**src/rtl/code_loader_pkg.sv**
```systemverilog
// Shared widths, FSM state encodings and helpers for the byte-stream code loader.
// Build option: define CODE_LOADER_CHECKSUM_EN to require a trailing checksum byte per frame.
package code_loader_pkg;

    localparam int BYTE_W      = 8;
    localparam int CODE_ADDR_W = 8;
    localparam int INSTR_W     = 16;

    typedef enum logic [2:0] {
        LD_IDLE    = 3'd0,
        LD_COUNT   = 3'd1,
        LD_DATA_HI = 3'd2,
        LD_DATA_LO = 3'd3,
        LD_CHECK   = 3'd4,
        LD_FINISH  = 3'd5,
        LD_FAIL    = 3'd6
    } ld_state_e;

    // The loader takes bytes in every state except the single-cycle end states.
    function automatic logic ld_accepts(input ld_state_e s);
        return !(s == LD_FINISH || s == LD_FAIL);
    endfunction

endpackage

```
**src/rtl/code_loader_if.sv**
```systemverilog
// Host byte stream in, code memory write port and status out, as one bundle.
interface code_loader_if;
    import code_loader_pkg::*;

    logic [BYTE_W-1:0]      IN_DATA;
    logic                   IN_VALID;
    logic                   IN_READY;
    logic                   MEM_WE;
    logic [CODE_ADDR_W-1:0] MEM_ADDRESS;
    logic [INSTR_W-1:0]     MEM_DATA;
    logic                   BUSY;
    logic                   DONE;
    logic                   ERROR;

    modport master (
        output IN_DATA, IN_VALID,
        input  IN_READY, MEM_WE, MEM_ADDRESS, MEM_DATA, BUSY, DONE, ERROR
    );

    modport slave (
        input  IN_DATA, IN_VALID,
        output IN_READY, MEM_WE, MEM_ADDRESS, MEM_DATA, BUSY, DONE, ERROR
    );

endinterface

```
**src/rtl/code_loader_ld_checksum.sv**
```systemverilog
// 8-bit running-sum accumulator; zero reports whether the sum including this cycle's byte is 0.
module ld_checksum
    import code_loader_pkg::*;
(
    input  logic              clk,
    input  logic              rst,
    input  logic              clr,
    input  logic              add_en,
    input  logic [BYTE_W-1:0] din,
    output logic              zero
);

    logic [BYTE_W-1:0] sum_q, sum_d;

    // Look-ahead flag so the final byte can be judged in the same cycle it arrives.
    always_comb begin
        sum_d = sum_q;
        if (clr) begin
            sum_d = add_en ? din : '0;
        end else if (add_en) begin
            sum_d = sum_q + din;
        end
        zero = (sum_d == '0);
    end

    always_ff @(posedge clk or posedge rst) begin
        if (rst) begin
            sum_q <= '0;
        end else begin
            sum_q <= sum_d;
        end
    end

endmodule

```
**src/rtl/code_loader.sv**
```systemverilog
// Framed byte-stream loader: ADDR, CNT, CNT big-endian words -> code memory writes.
// Build option: CODE_LOADER_CHECKSUM_EN adds a CHK byte and the CHECK/FAIL path.
module code_loader
    import code_loader_pkg::*;
(
    input  logic          CLK,
    input  logic          RESET,
    code_loader_if.slave  ld
);

    ld_state_e              state_q, state_d;
    logic                   ready_q, ready_d;
    logic                   mem_we_q, mem_we_d;
    logic [CODE_ADDR_W-1:0] mem_addr_q, mem_addr_d;
    logic [INSTR_W-1:0]     mem_data_q, mem_data_d;
    logic                   busy_q, busy_d;
    logic                   done_q, done_d;
    logic                   error_q, error_d;
    logic [CODE_ADDR_W-1:0] addr_q, addr_d;
    logic [BYTE_W-1:0]      cnt_q, cnt_d;
    logic [BYTE_W-1:0]      hi_q, hi_d;
    logic                   accept;

    assign accept = ld.IN_VALID && ready_q;

`ifdef CODE_LOADER_CHECKSUM_EN
    localparam ld_state_e END_ST = LD_CHECK;
    logic sum_clr, sum_add, sum_zero;

    assign sum_clr = accept && (state_q == LD_IDLE);
    assign sum_add = accept;

    ld_checksum u_checksum (
        .clk    (CLK),
        .rst    (RESET),
        .clr    (sum_clr),
        .add_en (sum_add),
        .din    (ld.IN_DATA),
        .zero   (sum_zero)
    );
`else
    localparam ld_state_e END_ST = LD_FINISH;
`endif

    always_comb begin
        state_d    = state_q;
        mem_we_d   = 1'b0;
        mem_addr_d = mem_addr_q;
        mem_data_d = mem_data_q;
        busy_d     = busy_q;
        done_d     = 1'b0;
        error_d    = error_q;
        addr_d     = addr_q;
        cnt_d      = cnt_q;
        hi_d       = hi_q;

        case (state_q)
            LD_IDLE: if (accept) begin
                addr_d  = ld.IN_DATA;
                busy_d  = 1'b1;
                error_d = 1'b0;
                state_d = LD_COUNT;
            end
            LD_COUNT: if (accept) begin
                cnt_d = ld.IN_DATA;
                if (ld.IN_DATA == '0) begin
                    state_d = END_ST;
                    done_d  = (END_ST == LD_FINISH);
                end else begin
                    state_d = LD_DATA_HI;
                end
            end
            LD_DATA_HI: if (accept) begin
                hi_d    = ld.IN_DATA;
                state_d = LD_DATA_LO;
            end
            LD_DATA_LO: if (accept) begin
                mem_we_d   = 1'b1;
                mem_addr_d = addr_q;
                mem_data_d = {hi_q, ld.IN_DATA};
                addr_d     = addr_q + 8'd1;
                cnt_d      = cnt_q - 8'd1;
                if (cnt_q == 8'd1) begin
                    state_d = END_ST;
                    done_d  = (END_ST == LD_FINISH);
                end else begin
                    state_d = LD_DATA_HI;
                end
            end
`ifdef CODE_LOADER_CHECKSUM_EN
            LD_CHECK: if (accept) begin
                if (sum_zero) begin
                    state_d = LD_FINISH;
                    done_d  = 1'b1;
                end else begin
                    state_d = LD_FAIL;
                    error_d = 1'b1;
                end
            end
`endif
            LD_FINISH, LD_FAIL: begin
                state_d = LD_IDLE;
                busy_d  = 1'b0;
            end
            default: begin
                state_d = LD_IDLE;
                busy_d  = 1'b0;
            end
        endcase

        // Registered ready must already reflect the state being entered.
        ready_d = ld_accepts(state_d);
    end

    always_ff @(posedge CLK or posedge RESET) begin
        if (RESET) begin
            state_q    <= LD_IDLE;
            ready_q    <= 1'b0;
            mem_we_q   <= 1'b0;
            mem_addr_q <= '0;
            mem_data_q <= '0;
            busy_q     <= 1'b0;
            done_q     <= 1'b0;
            error_q    <= 1'b0;
            addr_q     <= '0;
            cnt_q      <= '0;
            hi_q       <= '0;
        end else begin
            state_q    <= state_d;
            ready_q    <= ready_d;
            mem_we_q   <= mem_we_d;
            mem_addr_q <= mem_addr_d;
            mem_data_q <= mem_data_d;
            busy_q     <= busy_d;
            done_q     <= done_d;
            error_q    <= error_d;
            addr_q     <= addr_d;
            cnt_q      <= cnt_d;
            hi_q       <= hi_d;
        end
    end

    assign ld.IN_READY    = ready_q;
    assign ld.MEM_WE      = mem_we_q;
    assign ld.MEM_ADDRESS = mem_addr_q;
    assign ld.MEM_DATA    = mem_data_q;
    assign ld.BUSY        = busy_q;
    assign ld.DONE        = done_q;
    assign ld.ERROR       = error_q;

endmodule
```
**src/flat_wrapper.sv**
```systemverilog
// flat-port wrapper written by rule: the top's interface ports become plain ports
module code_loader_flat import code_loader_pkg::*;
  (CLK, RESET, ld_IN_DATA, ld_IN_VALID, ld_IN_READY, ld_MEM_WE, ld_MEM_ADDRESS, ld_MEM_DATA, ld_BUSY, ld_DONE, ld_ERROR);
  code_loader_if ld_i ();
  input  logic CLK;
  input  logic RESET;
  input wire logic [$bits(ld_i.IN_DATA)-1:0] ld_IN_DATA;
  input wire logic [$bits(ld_i.IN_VALID)-1:0] ld_IN_VALID;
  output wire logic [$bits(ld_i.IN_READY)-1:0] ld_IN_READY;
  output wire logic [$bits(ld_i.MEM_WE)-1:0] ld_MEM_WE;
  output wire logic [$bits(ld_i.MEM_ADDRESS)-1:0] ld_MEM_ADDRESS;
  output wire logic [$bits(ld_i.MEM_DATA)-1:0] ld_MEM_DATA;
  output wire logic [$bits(ld_i.BUSY)-1:0] ld_BUSY;
  output wire logic [$bits(ld_i.DONE)-1:0] ld_DONE;
  output wire logic [$bits(ld_i.ERROR)-1:0] ld_ERROR;
  assign ld_i.IN_DATA = ld_IN_DATA;
  assign ld_i.IN_VALID = ld_IN_VALID;
  assign ld_IN_READY = ld_i.IN_READY;
  assign ld_MEM_WE = ld_i.MEM_WE;
  assign ld_MEM_ADDRESS = ld_i.MEM_ADDRESS;
  assign ld_MEM_DATA = ld_i.MEM_DATA;
  assign ld_BUSY = ld_i.BUSY;
  assign ld_DONE = ld_i.DONE;
  assign ld_ERROR = ld_i.ERROR;
  code_loader u_core (.CLK(CLK), .RESET(RESET), .ld(ld_i));
endmodule
```
**config.mk**
```make
export PLATFORM = sky130hd
export DESIGN_NAME = code_loader_flat
export DESIGN_NICKNAME = d
export VERILOG_FILES = /design/src/rtl/code_loader_pkg.sv /design/src/rtl/code_loader_if.sv /design/src/rtl/code_loader_ld_checksum.sv /design/src/rtl/code_loader.sv /design/src/flat_wrapper.sv
export SDC_FILE = /design/constraint.sdc
export NUM_CORES = 1
export LEC_CHECK = 0
export ABC_CLOCK_PERIOD_IN_PS = 3900
export CAP_MARGIN = 5
export CORE_ASPECT_RATIO = 0.75
export CORE_MARGIN = 2
export CORE_UTILIZATION = 57
export CTS_CLUSTER_SIZE = 40
export DETAILED_ROUTE_END_ITERATION = 6
export GPL_TIMING_DRIVEN = 0
export HOLD_SLACK_MARGIN = 0.12
export PLACE_DENSITY = 0.83
export SYNTH_ARGS = -nofsm -noshare
export SYNTH_HDL_FRONTEND = slang
export SYNTH_HIERARCHICAL = 1
export SYNTH_SLANG_ARGS = --single-unit
```
**constraint.sdc**
```tcl
create_clock -name CLK -period 3.9 [get_ports CLK]
set_input_delay 0.585 -clock CLK [delete_from_list [all_inputs] [get_ports CLK]]
set_output_delay 0.585 -clock CLK [all_outputs]
set_load 0.02 [all_outputs]
```
Word level (Yosys, flattened, before mapping)
Cells that the tools add are included.
Word-level totals
  input port bits: 11
  flip-flop bits (word level): 55
  output and inout bits: 29
  logic and storage cells: 56
Operators by class
  bitwise logic cells: 1
  eq/ne operators: 9
  multiplexer cells: 21
  reductions and logical operators: 13
  add/subtract/negate cells: 2
Operators by type and width (number)
  $pmux 8 s2: 2
  $mux 8: 3
  $mux 3: 6
  $pmux 3 s4: 1
  $add 8x1->8 const B: 1
  $eq 8x1->1 const B: 1
  $logic_not 8->1: 1
  $sub 8x1->8 const B: 1
  $mux 1: 7
  $eq 3x2->1 const B: 2
  $eq 3x3->1 const B: 2
  $ne 2x1->1 const B: 3
  $reduce_and 2->1: 3
  $reduce_and 3->1: 2
  $pmux 1 s2: 2
  $reduce_bool 2->1: 2
  $eq 3x1->1 const B: 1
  $logic_not 3->1: 1
  $reduce_or 3->1: 1
  $logic_and 1x1->1: 1
  $logic_not 1->1: 1
  $logic_or 1x1->1: 1
  $not 1->1: 1

Longest topological paths before layout
  depth after elaboration: 7
  gate-level depth with buffers: 6
  gate-level depth less buffers: 5

Worst setup path before layout
Ideal clock, no wire load.
  path kind: input to register
  start: input port ld_IN_VALID
  end: register u_core.mem_addr_q[0], in the netlist u_core/ld.MEM_ADDRESS[0]
  required time: 3.772 ns
  stages: 5
  library setup time: 0.128 ns
  arrival time: 1.470 ns
  path slack: 2.302 ns
  buffers on the path: 1
  cells stage by stage: nand2_2 nor3b_2 nand2_2 buf_6 mux2_1
On the way
  cells in the longest elaborated chain, start to end: 2
Ends and longest elaborated chain
  start: declaration: line flat_wrapper.sv:8  | input wire logic [$bits(ld_i.IN_VALID)-1:0] ld_IN_VALID;
  $logic_and 1x1->1: line code_loader.sv:24  | assign accept = ld.IN_VALID && ready_q;
  $reduce_and 2->1 (no line)
  end signal: assignment: line code_loader.sv:132  | mem_addr_q <= mem_addr_d;
  end: declaration: line code_loader.sv:14  | logic [CODE_ADDR_W-1:0] mem_addr_q, mem_addr_d;
Every way passes these cells.
A chain may end at the register's enable or synchronous reset.

Worst setup path in the final report
  start: input port ld_IN_VALID
  end: register u_core.mem_data_q[6], in the netlist u_core/ld.MEM_DATA[6]
On the way
  cells in the longest elaborated chain, start to end: 2
Ends and longest elaborated chain
  $logic_and 1x1->1: line code_loader.sv:24
  $reduce_and 2->1 (no line)
  end signal: assignment: line code_loader.sv:133  | mem_data_q <= mem_data_d;
  end: declaration: line code_loader.sv:15  | logic [INSTR_W-1:0] mem_data_q, mem_data_d;
Every way passes these cells.

==> impl_metrics.ini <==
[status]
status = finished, final reports clean

[floorplanning]
boundaryPins = 40
rows = 20
dieHeight_um = 61.6
dieWidth_um = 80.7
core_um2 = 4150
initial_core_util_pct = 60.6
die_area_um2 = 4970

[clocking]
clock_latency_ns = 0.31
cts_max_level = 2
cts_tree = yes
numClockSinks = 55
postCtsSetupBuffers = 0
cts.clk_slew.worst_paths_ns = 0.10
numCtsBuffers = 5
cts.path.max_buffers = 2
hold_buffers = 0
cts_root_buf = clkbuf_8
ctsResizeCount = 0

[timing]
drv_slew = 0
rsz0062_at_grt = no
slew_headroom_pct = 59.2
post-route-min-period_ns = 2.07
min_period_over_period_pct = 53.0
worst_pin_slew_ns = 0.611
fmax_mhz = 484
finClkSkew_ns = 0.00623
hold_violations = 0
hold_ws_ns = 0.494
setup_tns_ns = 0
setup_violations = 0

[synth]
avgSynthCellArea_um2 = 11.8
ys_async_sr_fraction_pct = 100
ys.warnings.count = 6
syn_inst = 214
synth-main-ff-cell = dfrtp_1
ys_ff_latch = 55
ys_seq_area_share_pct = 54.7
synthesis.area_um2 = 2520
synthesis.nets = 228
yosys.area.top_type = dfrtp_1
synth_cell_types = 46
yosysTopAreaCellShare_pct = 54.7
synth_area_leaders = dfrtp_1 55%, mux2_1 8.5%, mux2_2 5.8%
synth_edf_count = 0

[global_routing]
grt_max_degree = 29
grt_pass1_wl_um = 9070
grt_pass1_vias = 1811
grt_overflow = 0
track_usage_pct = 24.7
antenna_found_initial = 0

[critical_path]
crit_type = in -> reg
end_kind = flip-flop
startpoint = ld_IN_VALID
reg2reg_to = u_core/hi_q[7]
cp_max_fo = 10
ff2ff_path_depth = 4
cp_data_required_time_ns = 4.09
rrSetupSlack_ns = 2.17
crit_path_end = u_core/ld.MEM_DATA[6]
timing.rr.start = u_core/state_q[2]
start_kind = primary input
critPathArrivalTime_ns = 2.26

[routing]
drt_iter0_markers = 179
num_vias = 1891
routed_wl_um = 5470
routed_via_density = 6.00
drtAntennaViolNets = 0
first_pass_iters = 4
drcViolationCount = 0
route.detailed.wl_per_inst_um = 17.4

[placement]
placed_area_um2 = 2990
gp_congestion = 0.902
portBuffers = 38
hpwl_um = 3900

[min_path]
hp-start = u_core/ld.MEM_DATA[2]
hold_class = reg -> reg

[layout]
drive_above_1_share_pct = 15.0
final_cell_mix = 55 x dfrtp_1, 38 x clkdlybuf4s50_1, 19 x mux2_1
final_area_um2 = 3090
antenna_cells = 0
num-nets-final = 274
syn_to_final_growth_pct = 22.9
final_common_cell = dfrtp_1

[flow_run]
drv_cap = 0

[pwr]
powerDensity_nw_per_um2 = 871
ir_drop_v = 0.000476
p_leak_nw = 1.32
finalPower_mw = 2.70
## cell families (layout without fill, tap and decap cells)
| family | count (synthesis) | in the layout | synth area share, % |
|---|---|---|---|
| muxes | 33 | 33 | 14.7 |
| xor gates and xnor gates | 1 | 1 | 0.348 |
| and+or+nand+nor | 49 | 49 | 11.2 |
| AOI/OAI and AO/OA | 54 | 54 | 13.6 |
| buffers and inverters | 18 | 64 | 3.83 |
| adders and majority gates | 3 | 3 | 1.49 |
| other | 1 | 1 | 0.149 |
| DFF | 55 | 55 | 54.7 |
## worst min path at each step
stage / end / slack [ns] / depth (start not counted)
after floorplan: u_core/ld.MEM_DATA[10] / 0.45 / 1
after global placement: u_core/ld.MEM_DATA[11] / 0.46 / 1
after detailed placement: u_core/ld.MEM_DATA[13] / 0.48 / 1
after CTS: u_core/ld.MEM_DATA[2] / 0.50 / 1
after global routing: u_core/ld.MEM_DATA[11] / 0.51 / 1
final: u_core/ld.MEM_DATA[2] / 0.49 / 1
## state kept, by name, indices dropped and copies added (netlist names)
signal                 flops
u_core/addr_q              8
u_core/cnt_q               8
u_core/hi_q                8
u_core/ld.BUSY             1
u_core/ld.DONE             1
u_core/ld.IN_READY         1
u_core/ld.MEM_ADDRESS      8
u_core/ld.MEM_DATA        16
u_core/ld.MEM_WE           1
u_core/state_q             3
## cell usage after synthesis, types with 2 or more instances
master      n
inv_1       7
buf_6       2
and3_1      2
nor4_1      2
o22ai_1     2
a21oi_1    18
o21ai_0    12
nor2_1     10
buf_2       7
nand2b_1    4
mux2_2     13
a311oi_1    2
nand3_1     6
a2bb2oi_1   3
nand4_1     2
o32ai_1     2
nor3_1      2
a31oi_1     4
o211a_1     2
nand2_1     9
mux2_1     19
ha_1        3
nand2_2     2
dfrtp_1    55
a22o_1      2
o211ai_1    2
## per-stage QoR
stage | instances | utilization, % | setup WS (ns)
5_1_grt | 315 | 74.5 | 1.75
6_report | 315 | 74.5 | 1.83
3_3_place_gp | 307 | 71.4 | 1.04
3_5_place_dp | 308 | 71.9 | 1.50
2_1_floorplan | 214 | - | 1.97
4_1_cts | 315 | 74.5 | 1.84
## worst max-delay path, cell delays in order
cell and delay [ns]:
clkdlybuf4s50_1 0.56, nand2_2 0.14, nor3b_2 0.24, nand2_2 0.18, buf_6 0.20, mux2_1 0.35
## layer usage
layer,track usage [%],part of all wire (%),up-vias
li1,-,-,872
met1,36.9,47,928
met2,36.9,45,85
met3,4.55,7.1,6
met4,8.23,0.68,0
met5,0,0,-
## where the power goes
part	switching (mW)	internal, mW
Combinational	0.683	0.615
Sequential	0.182	0.844
Clock	0.184	0.188
Total	1.05	1.65
## cell type report
class                           count  area (µm²)
Clock inverter                      2        37.5
Multi-Input combinational cell    141        1040
Buffer                             11        70.1
Timing Repair Buffer               39         400
Inverter                            7        26.3
Fill cell                         303        1060
Sequential cell                    55        1380
Clock buffer                        5        68.8
Tap cell                           55        68.8
No activity file was read; power rests on OpenSTA's default activity.
